## config.mk

```make
export PLATFORM = sky130hd
export DESIGN_NAME = slow_link_transmitter
export DESIGN_NICKNAME = d
export VERILOG_FILES = /design/src/rtl/slow_link_transmitter.sv
export SDC_FILE = /design/constraint.sdc
export NUM_CORES = 1
export LEC_CHECK = 0
export CAP_MARGIN = 20
export CORE_UTILIZATION = 30
export DETAILED_ROUTE_END_ITERATION = 16
export GPL_TIMING_DRIVEN = 0
export PLACE_DENSITY = 0.46
export SYNTH_ARGS = -nofsm -noshare
export SYNTH_HDL_FRONTEND = slang
export SYNTH_SLANG_ARGS = --single-unit
```

## constraint.sdc

```tcl
create_clock -name clk -period 3 [get_ports clk]
set_clock_uncertainty 0.15 [all_clocks]
set_input_delay 0.9 -clock clk [delete_from_list [all_inputs] [get_ports clk]]
set_output_delay 0.9 -clock clk [all_outputs]
set_load 0.05 [all_outputs]
```

## src/rtl/slow_link_transmitter.sv

```systemverilog
// SlowLink transmit end: frames parallel words as SYNC + DATA + even PARITY NRZ bits,
// drives a mid-bit rising bit clock, and fills gaps with an alternating idle pattern.
module slow_link_transmitter #(
  parameter int unsigned DATA_WIDTH  = 16,
  parameter int unsigned HALF_PERIOD = 4,
  parameter logic [7:0]  SYNC_WORD   = 8'hD5
) (
  input  logic                  clk,
  input  logic                  rst_n,
  input  logic [DATA_WIDTH-1:0] tx_data,
  input  logic                  tx_valid,
  output logic                  tx_ready,
  output logic                  dout,
  output logic                  bit_clk,
  output logic                  busy
);

  localparam int unsigned CntW     = $clog2(2 * HALF_PERIOD);
  localparam int unsigned DataCntW = $clog2(DATA_WIDTH);

  localparam logic [CntW-1:0]     CntMax  = CntW'(2 * HALF_PERIOD - 1);
  localparam logic [CntW-1:0]     HalfCnt = CntW'(HALF_PERIOD);
  localparam logic [DataCntW-1:0] LastIdx = DataCntW'(DATA_WIDTH - 1);

  typedef enum logic [1:0] {StIdle, StSync, StData, StParity} state_e;

  state_e                state_q, state_d;
  logic [CntW-1:0]       cnt_q, cnt_d;
  logic                  bit_clk_q, bit_clk_d;
  logic                  dout_q, dout_d;
  logic                  busy_q, busy_d;
  logic [DATA_WIDTH-1:0] hold_q, hold_d;
  logic                  hold_valid_q, hold_valid_d;
  logic [DATA_WIDTH-1:0] shift_q, shift_d;
  logic                  parity_q, parity_d;
  logic                  idle_bit_q, idle_bit_d;
  logic [2:0]            sync_idx_q, sync_idx_d;
  logic [DataCntW-1:0]   data_cnt_q, data_cnt_d;

  logic boundary;
  logic accept;
  logic start_frame;
  logic emit_idle;

  assign boundary = (cnt_q == CntMax);
  assign accept   = tx_valid & ~hold_valid_q;

  // Bit timer and bit clock; bit_clk is high for the second half of each bit.
  always_comb begin
    cnt_d     = boundary ? '0 : cnt_q + CntW'(1);
    bit_clk_d = (cnt_d >= HalfCnt);
  end

  // Holding register handshake and framing FSM; line state only moves on a boundary.
  always_comb begin
    state_d      = state_q;
    dout_d       = dout_q;
    busy_d       = busy_q;
    hold_d       = hold_q;
    hold_valid_d = hold_valid_q;
    shift_d      = shift_q;
    parity_d     = parity_q;
    idle_bit_d   = idle_bit_q;
    sync_idx_d   = sync_idx_q;
    data_cnt_d   = data_cnt_q;
    start_frame  = 1'b0;
    emit_idle    = 1'b0;

    if (accept) begin
      hold_d       = tx_data;
      hold_valid_d = 1'b1;
    end

    if (boundary) begin
      unique case (state_q)
        StIdle: begin
          if (hold_valid_q) start_frame = 1'b1;
          else              emit_idle   = 1'b1;
        end
        StSync: begin
          // sync_idx_q is the marker bit currently on the line
          if (sync_idx_q == 3'd0) begin
            state_d    = StData;
            dout_d     = shift_q[DATA_WIDTH-1];
            parity_d   = parity_q ^ shift_q[DATA_WIDTH-1];
            shift_d    = shift_q << 1;
            data_cnt_d = LastIdx;
          end else begin
            sync_idx_d = sync_idx_q - 3'd1;
            dout_d     = SYNC_WORD[sync_idx_d];
          end
        end
        StData: begin
          // data_cnt_q counts payload bits still to be sent
          if (data_cnt_q == '0) begin
            state_d = StParity;
            dout_d  = parity_q;
          end else begin
            dout_d     = shift_q[DATA_WIDTH-1];
            parity_d   = parity_q ^ shift_q[DATA_WIDTH-1];
            shift_d    = shift_q << 1;
            data_cnt_d = data_cnt_q - DataCntW'(1);
          end
        end
        StParity: begin
          if (hold_valid_q) begin
            start_frame = 1'b1;
          end else begin
            state_d   = StIdle;
            busy_d    = 1'b0;
            emit_idle = 1'b1;
          end
        end
        default: state_d = StIdle;
      endcase

      if (start_frame) begin
        state_d      = StSync;
        shift_d      = hold_q;
        hold_valid_d = 1'b0;
        dout_d       = SYNC_WORD[7];
        busy_d       = 1'b1;
        parity_d     = 1'b0;
        sync_idx_d   = 3'd7;
      end

      // Idle pattern continues from where the last gap left off
      if (emit_idle) begin
        dout_d     = idle_bit_q;
        idle_bit_d = ~idle_bit_q;
      end
    end
  end

  // State registers; reset aborts any frame and drops the held word.
  always_ff @(posedge clk or negedge rst_n) begin
    if (!rst_n) begin
      state_q      <= StIdle;
      cnt_q        <= '0;
      bit_clk_q    <= 1'b0;
      dout_q       <= 1'b0;
      busy_q       <= 1'b0;
      hold_q       <= '0;
      hold_valid_q <= 1'b0;
      shift_q      <= '0;
      parity_q     <= 1'b0;
      idle_bit_q   <= 1'b1;
      sync_idx_q   <= '0;
      data_cnt_q   <= '0;
    end else begin
      state_q      <= state_d;
      cnt_q        <= cnt_d;
      bit_clk_q    <= bit_clk_d;
      dout_q       <= dout_d;
      busy_q       <= busy_d;
      hold_q       <= hold_d;
      hold_valid_q <= hold_valid_d;
      shift_q      <= shift_d;
      parity_q     <= parity_d;
      idle_bit_q   <= idle_bit_d;
      sync_idx_q   <= sync_idx_d;
      data_cnt_q   <= data_cnt_d;
    end
  end

  assign tx_ready = ~hold_valid_q;
  assign dout     = dout_q;
  assign bit_clk  = bit_clk_q;
  assign busy     = busy_q;

endmodule

```

After elaboration in Yosys (flattened, before gate mapping) --
Memories as Yosys holds them, arrays and structs flattened. Cells that the tools add are included.
Storage, ports and cells: register bits 50, bits in read-only memories 8, input port bits 19, output and inout port bits 4, memories 1
Cells by class: $add $sub $neg 3, $lt $le $gt $ge 2, equal/unequal tests 12, muxes and demuxes 38, bitwise gates (word level) 4, reductions and logical operators 17
Memory list:
- (name not given) | words 8, bits a word 1, read ports 1, clocked after memory_dff 0, write ports 0, line 90 | dout_d = SYNC_WORD[sync_idx_d];
Operators by type and width (count):
- two-way mux 16 bit | 3
- one-hot mux 16 bit (2 select lines) | 1
- two-way mux 1 bit | 20
- two-way mux 3 bit | 4
- != test 3 bit, second input constant | 4
- two-way mux 2 bit | 4
- two-way mux 4 bit | 2
- one-hot mux 4 bit (2 select lines) | 1
- AND reduction 4 bit | 2
- nonzero test 4 bit | 2
- one-hot mux 2 bit (3 select lines) | 1
- AND reduction 3 bit | 2
- nonzero test 2 bit | 3
- AND reduction 5 bit | 1
- equality test 2 bit, second input constant | 2
- zero test 4 bit | 1
- less-than comparator 3 x 4 -> 1 bit, second input constant | 1
- != test 2 x 1 -> 1 bit, second input constant | 2
- != test 2 bit, second input constant | 2
- one-hot mux 1 bit (2 select lines) | 2
- AND reduction 2 bit | 2
- subtractor 4 x 1 -> 4 bit, second input constant | 1
- adder 3 x 1 -> 3 bit, second input constant | 1
- equality test 3 bit, second input constant | 1
- 10 further kinds | 11

Logic depth before layout (Yosys ltp) --
Gate-level depths: netlist (run 1).
word-level depth 7, mapped depth 8

Least setup slack after synthesis (run 1) --
OpenSTA, ideal clock, no wires.
path kind input to register, start point in tx_valid, end point reg hold_q[10], arrival time 1867 ps, data required time 2725 ps, path slack 858 ps, cell stages on the path 4, path buffers 2, path through nor2b_1 clkbuf_1 buf_2 mux2_2
On the way: word-level cells in the longest chain between the ends 1
RTL lines:
- start: declaration | line 11 | input logic tx_valid,
- AND 1 bit | line 46 | assign accept = tx_valid & ~hold_valid_q;
- end signal: assignment | line 156 | hold_q <= hold_d;
- end: declaration | line 32 | logic [DATA_WIDTH-1:0] hold_q, hold_d;
No other way between the ends. A chain may end at the register's enable or synchronous reset.

Worst setup path after layout (run 1) --
start point reg hold_valid_q, end point out tx_ready
On the way: word-level cells in the longest chain between the ends 1
RTL lines:
- start: declaration | line 33 | logic hold_valid_q, hold_valid_d;
- start signal: assignment | line 157 | hold_valid_q <= hold_valid_d;
- inverter 1 bit | line 166 | assign tx_ready = ~hold_valid_q;
- end: declaration | line 12 | output logic tx_ready,
No other way between the ends.

==> results.md, run 1 <==
* Overflow after GRT at 0
* Critical Path Source Type: register
* Number of synthesis warnings at 0
* Per-cell routed wire length at 13.5 um
* Global Route met2 Usage at 0.197
* CTS resizes at 0
* Final #Nets at 267
* Clock latency on the worst-skew pair at 0.31 ns
* DP Cell Count at 330
* Crit. End Element: primary output
* Register area share after synthesis at 0.524
* Synthesized Nets at 237
* Global-route usage over all layers at 0.127
* Unrepaired setup endpoints after global routing: no
* Fin crit share at 0.922
* Max capacitance violation total at 0
* Gate Count Post-Synth at 208
* Vias in the first global route at 1606
* Static leakage at 1.27 nW
* Post-synth top area cell: dfrtp_1
* Pre-Repair DR Iteration Count at 7
* Cell variety after synth at 37
* Synth top area share at 0.513
* Hold WS at 0.279 ns
* Post-synth top flop: dfrtp_1
* Port bufs at 22
* CTS Sinks at 49
* Share of cells above drive strength 1 at 0.163
* N_diodes at 0
* Fmax at 0.361 GHz
* Root Buffer: clkbuf_8
* Tmin final at 2.77 ns
* Die height at 90.4 um
* CTS Buf Count at 5
* Post-CTS Setup Bufs at 0
* Num ports at 23
* Fin. max-slew vios at 0
* Vias per cell at 4.80
* Die X at 90.4 um
* Worst Setup Slack, final at 0.234 ns
* Most common cell in the netlist: dfrtp_1
* Remaining antenna violation count at 0
* Crit path required time at 1.95 ns
* Initial Util at 0.316
* Setup violators final at 0
* GR Layer Usage met1 at 0.172
* # rows at 31
* Syn-to-layout area delta at 19.4%
* WL final at 4.55 mm
* Clock-pin slew on the worst setup and hold paths at 0.10 ns
* Largest buffer count on any clock path at 2
* Syn Std Cell Area at 2340 um2
* Detailed router's first-iteration violation count at 104
* Gpl congestion at 0.687
* Avg Cell Area, Syn at 11.3 um2
* Async SR Flop Fraction at 1.00
* Drc violations at 0
* Slew Limit Headroom at 0.666
* DP HPWL at 3.15 mm
* Die area at 8160 um2
* Pin count of the biggest net entering global routing at 32
* Synth cell count leaders: 48 x dfrtp_1, 19 x mux2_2, 17 x mux2i_1, 16 x nand3_1, 12 x inv_1
* Critical Path AT at 1.72 ns
* Fillcell total at 727
* Total power at 2.36 mW
* CTS tree: built
* Peak supply drop at 0.000266 V
* Worst slew pin tran at 0.499 ns
* Power per cell area at 845 nW/um2
* Outcome: finished, final reports clean
* Area contributors post-synth: dfrtp_1 51%, mux2_2 9.1%, mux2i_1 7.3%, ha_1 5.3%, nand3_1 3.4%
* Worst Path Max Fanout at 10
* Critical setup path kind: reg2out
* # hold bufs at CTS at 0
* Layout Cells excl Fill at 338
* Number of synthesized register bits at 49
* Met3 usage at 0.0286
* Antenna violations before repair at 0
* CORE AREA at 7410 um2
* Busiest layer in global routing: met2
* DR vias at 1624
* Post-synth EDFFs at 0
* H-tree levels at 2
* Final Hold Fails at 0
* Dpl ws at 0.0515 ns
* Class of the worst hold path: reg2reg
* First-pass GRT wire length at 8.17 mm
-- routing by layer --
layer | up-vias | wire (um) | share of wire
li1 | 795 | - | -
met5 | - | 0 | 0
met4 | 0 | 82 | 0.018
met2 | 30 | 2070 | 0.45
met3 | 7 | 147 | 0.032
met1 | 792 | 2250 | 0.50
-- area by class of cell --
type                    count  area, um2  area share
plain buffers              12       60.1      0.0215
clock buffers               5       68.8      0.0246
clock inverters             3       26.3     0.00940
inverters                  12       45.0      0.0161
multi-input cells         135       1010       0.361
flip-flops and latches     49       1230       0.439
well taps                  99        124      0.0443
repair buffers             23        235      0.0841
-- flip-flops by register name, summed over array words and instances, names as in the netlist, 2 cells and up --
signal / cells
cnt_q: 2
shift_q: 16
hold_q: 16
state_q: 2
data_cnt_q: 4
sync_idx_q: 3
-- worst max-delay path, stage by stage (launching register included) --
cell             delay [ns]
dfrtp_1                0.36
buf_2                  0.19
inv_1                  0.07
clkdlybuf4s50_1        0.79
-- metrics by stage --
stage | utilization | setup TNS [ns] | cell area [um2]
finish | 0.377 | 0 | 2800
global route | 0.377 | 0 | 2800
CTS | 0.377 | 0 | 2800
detailed placement | 0.365 | 0 | 2700
global placement | 0.363 | -36.18 | 2690
floorplan | - | 0 | 2340
-- placed cells by master, fill, tap and decap left out, types with 7 or more instances in the layout --
cell	n
ha_1	10
nor2_1	7
nand3_1	16
inv_1	12
buf_2	7
o21ai_1	10
nand2_1	11
clkdlybuf4s50_1	21
mux2i_1	17
o21ai_0	8
dfrtp_1	48
mux2_2	19
a21oi_1	9
-- cells by family (layout without fill, tap and decap cells) --
family	Yosys count	count (layout)	synth area share
buf+inv	24	55	0.0449
compound gates	43	43	0.115
fa+ha+maj	10	10	0.0534
mux	36	36	0.164
simple gates	45	45	0.0951
flops	49	49	0.524
xor+xnor	1	1	0.00374
-- report_power, final --
group | total [mW] | leakage (nW) | switching [mW] | internal, mW
registers | 1.05 | 0.581 | 0.153 | 0.899
logic | 0.893 | 0.648 | 0.453 | 0.440
clock network | 0.417 | 0.0423 | 0.247 | 0.170
-- final timing paths --
path,slack [ns],depth (start not counted),startpoint,to
max in group asynchronous,1.77,2,rst_n,parity_q$_DFFE_PN0P_
setup reg to reg,0.76,8,state_q[0]$_DFFE_PN0P_,data_cnt_q[0]$_DFFE_PN0P_
min in group asynchronous,0.39,1,rst_n,cnt_q[1]$_DFF_PN0_
hold / removal,0.28,1,cnt_q[0]$_DFF_PN0_,cnt_q[0]$_DFF_PN0_
hold reg to reg,0.28,1,cnt_q[0]$_DFF_PN0_,cnt_q[0]$_DFF_PN0_
setup / recovery,0.23,3,hold_valid_q$_DFF_PN0_,tx_ready
No activity file was read; power rests on OpenSTA's default activity.
==> run 2, diff against run 1 <==
==> constraint.sdc (replaced) <==
create_clock -name clk -period 3 [get_ports clk]
set_clock_uncertainty 0.15 [all_clocks]
set_input_delay 0.9 -clock clk [delete_from_list [all_inputs] [get_ports clk]]
set_output_delay 0.9 -clock clk [all_outputs]
set_load 0.01 [all_outputs]
==> results of run 2 <==
The final DEF is identical to that of run 1. Status: finished, final reports clean.
Main changes from that run: setup slack after layout 0.234 ns -> 0.423 ns; start point of the critical path hold_valid_q$_DFF_PN0_ -> tx_valid; end point of the critical path tx_ready -> hold_q[9]$_DFFE_PN0P_; total power 2.36 mW -> 2.33 mW; worst IR drop on VDD 0.000266 V -> 0.000265 V
==> run 3, diff against run 2 <==
==> constraint.sdc (replaced) <==
create_clock -name clk -period 3 [get_ports clk]
set_clock_uncertainty 0.15 [all_clocks]
set_input_delay 0.3 -clock clk [delete_from_list [all_inputs] [get_ports clk]]
set_output_delay 0.3 -clock clk [all_outputs]
set_load 0.01 [all_outputs]
==> run 3 against run 2 <==
Against the previous run:
- critical path depth rose by 3
- maximum frequency rose by 14%
- worst hold slack barely moved
- final area rose by 0.36%
- flip-flop and latch count did not move
- wire length rose by 0.22%
- sequential share of layout area fell by 0.16 points
- global-route usage barely moved
- register-to-register slack barely moved
- total power barely moved
- via count rose by 0.31%
- critical endpoint is now shift_q[11]$_DFFE_PN0P_
- largest cell class unchanged
- largest power group unchanged
==> results.md, run 3 (synthesized netlist as in run 1, its figures left out) <==
* Worst flop-to-flop path startpoint: state_q[0]$_DFFE_PN0P_
* Worst r2r dst: shift_q[11]$_DFFE_PN0P_
* Clock-pin slew on the worst setup and hold paths at 0.10 ns
* N_diodes at 0
* Max capacitance violation total at 0
* Area after DPL at 2700 um2
* R2R cell count at 8
* DR vias at 1629
* Detailed router's first-iteration violation count at 109
* Core Util, Final at 0.379
* CTS Sinks at 49
* H-tree levels at 2
* Vias in the first global route at 1618
* Biggest regs: hold_q (16), shift_q (16), data_cnt_q (4)
* Fin crit share at 0.752
* Die area at 8160 um2
* CTS Buf Count at 5
* CTS tree: built
* Vias per cell at 4.81
* Remaining antenna violation count at 0
* Num ports at 23
* Area of the multi-input gates at 1010 um2
* Setup violators final at 0
* Crit path required time at 3.08 ns
* Worst Setup Slack, final at 0.745 ns
* Pre-Repair DR Iteration Count at 6
* Die X at 90.4 um
* Root Buffer: clkbuf_8
* Die height at 90.4 um
* Final Hold Fails at 0
* Most common cell after layout, fill and taps aside: dfrtp_1
* Drc violations at 0
* Overflow after GRT at 0
* HP Start: cnt_q[0]$_DFF_PN0_
* Gpl congestion at 0.687
* Critical setup path kind: reg2reg
* Critical Path AT at 2.34 ns
* Total power at 2.33 mW
* Dpl ws at 0.652 ns
* Fillcell total at 726
* Unrepaired setup endpoints after global routing: no
* Initial Util at 0.316
* Clock latency on the worst-skew pair at 0.31 ns
* Slew Limit Headroom at 0.654
* Outcome: finished, final reports clean
* Worst slew pin tran at 0.519 ns
* Port bufs at 22
* WL final at 4.56 mm
* Reg2reg setup slack at 0.75 ns
* DP HPWL at 3.15 mm
* DP Cell Count at 330
* CORE AREA at 7410 um2
* Share of cells above drive strength 1 at 0.163
* Per-cell routed wire length at 13.5 um
* Fmax at 0.444 GHz
* Fin. max-slew vios at 0
* Register area at 1230 um2
* # rows at 31
* Final #Nets at 268
* Hold Path Stages at 1
* Peak supply drop at 0.000265 V
* Syn-to-layout area delta at 19.8%
* Design area at 2810 um2
* WHS Endpoint: cnt_q[0]$_DFF_PN0_
* First-pass GRT wire length at 8.20 mm
* CTS resizes at 0
* Layout Cells excl Fill at 339
* Worst Path Max Fanout at 10
* Power per cell area at 832 nW/um2
* Pin count of the biggest net entering global routing at 32
* Class of the worst hold path: reg2reg
* Antenna violations before repair at 0
* Tmin final at 2.25 ns
* Critical Path Source Type: register
* Crit. End Element: register
* Largest buffer count on any clock path at 2
* Static leakage at 1.28 nW
* Commonest cells after routing, fill and taps aside: 48 x dfrtp_1, 21 x clkdlybuf4s50_1, 19 x mux2_2, 17 x mux2i_1, 16 x nand3_1
* Global-route usage over all layers at 0.128
-- run 3: changes by cell type in the layout (fill, tap and decap cells not counted) --
| cell | before | now |
|---|---|---|
| dlygate4sd3_1 | 0 | 1 |
-- run 3: repair_timing --
item | CTS | global route
setup buffers | 0 | 0
endpoints found under the hold margin | 17 | 0
hold buffers | 1 | 0
setup endpoints to repair | 0 | 0
-- run 3: per-stage QoR --
stage / hold slack, ns / TNS [ns]
2_1_floorplan: -0.146 / 0
3_3_place_gp: 0.273 / -7.22
3_5_place_dp: 0.141 / 0
4_1_cts: 0.285 / 0
5_1_grt: 0.292 / 0
6_report: 0.279 / 0
-- run 3: metal layers --
layer  vias to the layer above  global-route usage  routed length, um
li1                        798                   -                  -
met1                       796               0.172               2260
met2                        28               0.198               2070
met3                         7              0.0286                144
met4                         0              0.0524                 82
met5                         -                   0                  0
-- run 3: final cells by class --
class,count,share of cell area
Sequential cell,49,0.437
Multi-Input combinational cell,135,0.360
Timing Repair Buffer,24,0.0874
Tap cell,99,0.0441
Clock buffer,5,0.0245
Buffer,12,0.0214
Inverter,12,0.0160
Clock inverter,3,0.00936
-- run 3: worst max-delay path, stage by stage (launching register included) --
cell	delay, ns
dfrtp_1	0.41
inv_1	0.11
ha_1	0.15
buf_2	0.19
nor4bb_1	0.31
a2111o_1	0.21
clkbuf_1	0.43
nand3_1	0.13
o21ai_0	0.10
-- run 3: worst max-delay path by stage --
stage	start	end	depth (start not counted)
final	state_q[0]$_DFFE_PN0P_	shift_q[11]$_DFFE_PN0P_	8
after global placement	rst_n	hold_q[4]$_DFFE_PN0P_	1
after floorplan	state_q[0]$_DFFE_PN0P_	shift_q[0]$_DFFE_PN0P_	7
after global routing	state_q[0]$_DFFE_PN0P_	shift_q[11]$_DFFE_PN0P_	8
after detailed placement	tx_valid	hold_q[9]$_DFFE_PN0P_	5
after CTS	state_q[0]$_DFFE_PN0P_	shift_q[11]$_DFFE_PN0P_	8
-- run 3: where the power goes --
group	internal, mW	switching [mW]
logic	0.441	0.424
clock network	0.170	0.247
registers	0.899	0.154
total	1.51	0.825
